$ cat src/rtl/life_array_16x16.sv
// 16x16 Conway B3/S23 cell array with row write/readback, previous-generation
// shadow, and edge/corner I/O so arrays can be tiled into a larger board.
module life_array_16x16 (
  input  logic        clk,
  input  logic        reset,
  input  logic [15:0] vali,
  input  logic [3:0]  vali_selector,
  input  logic [3:0]  valo_selector,
  input  logic        write_enb,
  input  logic        step,
  output logic [15:0] valo,
  output logic [15:0] valo_prev,
  input  logic [15:0] ni,
  input  logic [15:0] si,
  input  logic [15:0] wi,
  input  logic [15:0] ei,
  input  logic        nwi,
  input  logic        nei,
  input  logic        sei,
  input  logic        swi,
  output logic [15:0] no,
  output logic [15:0] so,
  output logic [15:0] wo,
  output logic [15:0] eo,
  output logic        nwo,
  output logic        neo,
  output logic        seo,
  output logic        swo
);

  logic [15:0] r_cell [16];
  logic [15:0] r_prev [16];
  logic [17:0] w_pad  [18];
  logic [15:0] w_next [16];

  // Padded grid: row 0 / 17 and bit 0 / 17 carry the neighbours outside the array.
  always_comb begin
    w_pad[0]  = {nei, ni, nwi};
    w_pad[17] = {sei, si, swi};
    for (int r = 0; r < 16; r++) begin
      w_pad[r+1] = {ei[r], r_cell[r], wi[r]};
    end
  end

  always_comb begin
    logic [3:0] cnt;
    for (int r = 0; r < 16; r++) begin
      w_next[r] = '0;
      for (int c = 0; c < 16; c++) begin
        cnt = '0;
        for (int dr = 0; dr < 3; dr++) begin
          for (int dc = 0; dc < 3; dc++) begin
            if (!(dr == 1 && dc == 1)) begin
              cnt = cnt + 4'(w_pad[r+dr][c+dc]);
            end
          end
        end
        w_next[r][c] = (cnt == 4'd3) || (r_cell[r][c] && cnt == 4'd2);
      end
    end
  end

  always_ff @(posedge clk) begin
    if (!reset) begin
      for (int r = 0; r < 16; r++) begin
        r_cell[r] <= '0;
        r_prev[r] <= '0;
      end
    end else if (write_enb) begin
      r_cell[vali_selector] <= vali;
    end else if (step) begin
      for (int r = 0; r < 16; r++) begin
        r_cell[r] <= w_next[r];
        r_prev[r] <= r_cell[r];
      end
    end
  end

  always_comb begin
    for (int r = 0; r < 16; r++) begin
      wo[r] = r_cell[r][0];
      eo[r] = r_cell[r][15];
    end
  end

  assign valo      = r_cell[valo_selector];
  assign valo_prev = r_prev[valo_selector];
  assign no        = r_cell[0];
  assign so        = r_cell[15];
  assign nwo       = r_cell[0][0];
  assign neo       = r_cell[0][15];
  assign seo       = r_cell[15][15];
  assign swo       = r_cell[15][0];

endmodule

$ cat config.mk
export PLATFORM = sky130hd
export DESIGN_NAME = life_array_16x16
export DESIGN_NICKNAME = d
export VERILOG_FILES = /design/src/rtl/life_array_16x16.sv
export SDC_FILE = /design/constraint.sdc
export NUM_CORES = 2
export LEC_CHECK = 0
export ABC_CLOCK_PERIOD_IN_PS = 23600
export BUFFER_PORTS_ARGS = -buffer_cell sky130_fd_sc_hd__buf_2
export CORE_UTILIZATION = 52
export CTS_CLUSTER_DIAMETER = 60
export DETAILED_ROUTE_END_ITERATION = 6
export HOLD_SLACK_MARGIN = 0.02
export MAX_ROUTING_LAYER = met4
export PLACE_DENSITY = 0.68
export SETUP_SLACK_MARGIN = 0.2
export SYNTH_ARGS = -nofsm -noshare
export SYNTH_HDL_FRONTEND = slang
export SYNTH_SLANG_ARGS = --single-unit
$ cat constraint.sdc
create_clock -name clk -period 23.6 [get_ports clk]
set_clock_uncertainty 0.15 [all_clocks]
set_input_delay 4.72 -clock clk [delete_from_list [all_inputs] [get_ports clk]]
set_output_delay 4.72 -clock clk [all_outputs]
set_load 0.02 [all_outputs]
==> impl_metrics.py <==
metrics = {
    "outcome": {
        "status": "completed",
    },
    "global_routing": {
        "grt_use_total_pct": 27.6,
        "grt_pass1_wl_um": 269000,
        "grt_pass1_vias": 48405,
        "grt-ovfl-total": 0,
        "grt_max_degree": 126,
        "antenna_found_initial": 18,
    },
    "floorplan": {
        "pin_count": 196,
        "fp.dieArea_um2": 130000,
        "die_y_um": 361,
        "num_rows": 131,
        "initial_core_util_pct": 52.5,
        "fp.dieW_um": 361,
        "coreArea_um2": 128000,
    },
    "synth": {
        "syn_nets": 7932,
        "synthArstFlopShare_pct": 0,
        "synthTopCellsByArea": "fa_1 (31%), edfxtp_1 (23%), ha_1 (14%)",
        "yosysTopAreaCellShare_pct": 30.6,
        "synth_edf_count": 512,
        "synth.most_common_cell": "inv_1",
        "muxShareOfSynthArea_pct": 4.30,
        "yosys_warnings": 0,
        "synthSimpleGateAreaFrac_pct": 7.55,
        "yosys.area.top_type": "fa_1",
        "netlist_instances": 6044,
        "synth_compound_area_share_pct": 11.0,
        "synth_commonest_cells": "inv_1 (1364), fa_1 (1024), ha_1 (768), and2_1 (521), edfxtp_1 (512)",
        "synthXorXnorAreaFrac_pct": 0,
        "synth_ff_type": "edfxtp_1",
        "synth_fa_ha_area_share_pct": 44.9,
        "synth_seq_cells": 512,
        "ys_seq_area_share_pct": 22.9,
        "synth_area_um2": 67100,
        "synth_top_family_by_area": "adder cells",
        "yosysUniqueCellTypes": 31,
        "avgSynthCellArea_um2": 11.1,
    },
    "power": {
        "powerDensity_nw_per_um2": 146,
        "ir_drop_v": 0.0000723,
        "leakagePower_nw": 34.5,
    },
    "cells_and_area": {
        "seq_area_um2": 15400,
        "final_area_um2": 72100,
        "fin_nets": 8033,
        "drive_above_1_share_pct": 8.62,
        "syn2layout_area_growth_pct": 7.49,
        "fillCellCount": 10637,
        "multiInputGateArea_um2": 45400,
    },
    "run": {
        "max_cap_violations": 0,
    },
    "timing": {
        "min_period_over_period_pct": 52.1,
        "fmax_mhz": 81.4,
        "fin_ws_ns": 11.31,
        "tns_ns": 0,
        "slew_headroom_pct": 24.3,
        "final_period_minus_worst_setup_slack_ns": 12.29,
        "rsz0062_at_grt": "no",
        "final_max_slew_viol_count": 0,
        "worst_slew_pin_slew_ns": 1.14,
        "finalSetupViolations": 0,
        "hold_viol_final": 0,
    },
    "cts": {
        "cts.clk_slew.worst_paths_ns": 0.05,
        "post_cts_resized": 0,
        "cts_num_sinks": 512,
        "numCtsBuffers": 77,
        "cts_buffer_depth": 3,
        "cts_tree": "done",
        "cts_setup_buffers": 0,
        "insertion_delay_ns": 0.68,
        "cts-root-buf": "clkbuf_16",
        "htreeDepth": 3,
        "ctsHoldBuffers": 0,
    },
    "placement": {
        "portBuffers": 195,
        "gp_congestion": 0.871,
        "dp_worst_setup_slack_ns": 11.20,
        "hpwlAfterDp_um": 130000,
        "dpl_cell_area_um2": 69400,
    },
    "critical_path": {
        "end_kind": "output port",
        "cp_top_family": "buffers and inverters",
        "path_buf_inv": 3,
        "cp_cell_sequence": "buf_8 -> buf_4 -> mux4_2 -> a22oi_1 -> nand2_1 -> buf_2",
        "crit_slowest_cell": "buf_4",
        "required_ns": 18.73,
        "crit_path_start_kind": "input port",
        "critical-path-max-stage-delay_ns": 0.89,
        "crit_fanout": 74,
        "cp.arrival_ns": 7.42,
        "critPathKind": "in -> out",
    },
    "drt": {
        "firstDrtPassIters": 6,
        "via_per_inst": 5.73,
        "antenna_left": 0,
        "vias": 45115,
        "route.detailed.drc": 0,
        "dr.first_iter.drc_count": 3252,
        "wire_per_inst_um": 21.3,
        "drt-total-wl_um": 168000,
    },
    "min_path": {
        "hold_class": "reg -> reg",
    },
}
routing by layer:
layer	share of wire [%]	wire length [um]	track usage (%)	up-vias
met5	0	0	-	-
met4	1.8	2990	5.83	0
met2	46	77300	42.4	1429
met3	7.9	13300	4.12	226
li1	-	-	-	20340
met1	44	74400	38.9	23120
sequential cells by signal, indices dropped and copies added, names as in the netlist:
register,cells
r_cell,256
r_prev,256
path summary, 6_finish.rpt:
kind,from,end,slack [ns],depth (start not counted)
min reg2reg,r_cell[7][1]$_DFFE_PP_,r_prev[7][1]$_SDFFCE_PN0P_,0.51,1
max,valo_selector[0],valo[9],11.31,6
max reg2reg,r_cell[11][7]$_DFFE_PP_,r_cell[10][8]$_DFFE_PP_,19.42,10
min,r_cell[7][1]$_DFFE_PP_,r_prev[7][1]$_SDFFCE_PN0P_,0.51,1
layout by cell type, fill, tap and decap left out, drive strengths merged, types with 96 or more instances in the layout:
| master | n |
|---|---|
| a21oi | 498 |
| and2 | 523 |
| buf | 247 |
| edfxtp | 512 |
| fa | 1024 |
| ha | 768 |
| inv | 1375 |
| mux4 | 128 |
| nand3 | 96 |
| nor2 | 251 |
| o211ai | 249 |
| o2bb2ai | 160 |
| o31ai | 96 |
cell type report:
class	count	share of cell area, %
Multi-Input combinational cell	3943	63.0
Sequential cell	512	21.3
Inverter	1364	7.11
Tap cell	1662	2.88
Clock buffer	83	2.76
Timing Repair Buffer	247	1.93
Clock inverter	59	0.965
Antenna cell	4	0.0139
cell families (layout without fill, tap and decap cells):
kind of cell	Yosys count	count (layout)
AOI/OAI and AO/OA	1082	1082
adders and majority gates	1792	1792
and+or+nand+nor	941	941
buffers and inverters	1589	1753
other	0	4
muxes	128	128
DFF	512	512
power breakdown:
group	internal, W	switching, W	total [W]	leakage (nW)
sequential	0.00130	0.000309	0.00161	5.46
clock	0.000759	0.000500	0.00126	1.31
combinational	0.00333	0.00435	0.00768	27.7
per-stage QoR:
step / power (W) / util (%) / cells / hold slack, ns
6_report: 0.0105 / 56.5 / 7874 / 0.508
5_1_grt: 0.0120 / 56.5 / 7873 / 0.532
4_1_cts: 0.0106 / 56.5 / 7870 / 0.505
3_5_place_dp: 0.00927 / 54.4 / 7728 / 0.490
3_3_place_gp: 0.00883 / 54.4 / 7728 / 0.502
2_1_floorplan: 0.00746 / - / 6044 / 0.418
worst reg2reg max path, cell delays in order (launching register included):
cell	delay [ns]
edfxtp_1	0.55
inv_1	0.43
fa_1	0.51
fa_1	0.55
fa_1	0.56
inv_1	0.05
ha_1	0.21
fa_1	0.38
and2_1	0.17
a21oi_1	0.26
o31ai_4	0.07
No activity file was read; power rests on OpenSTA's default activity.
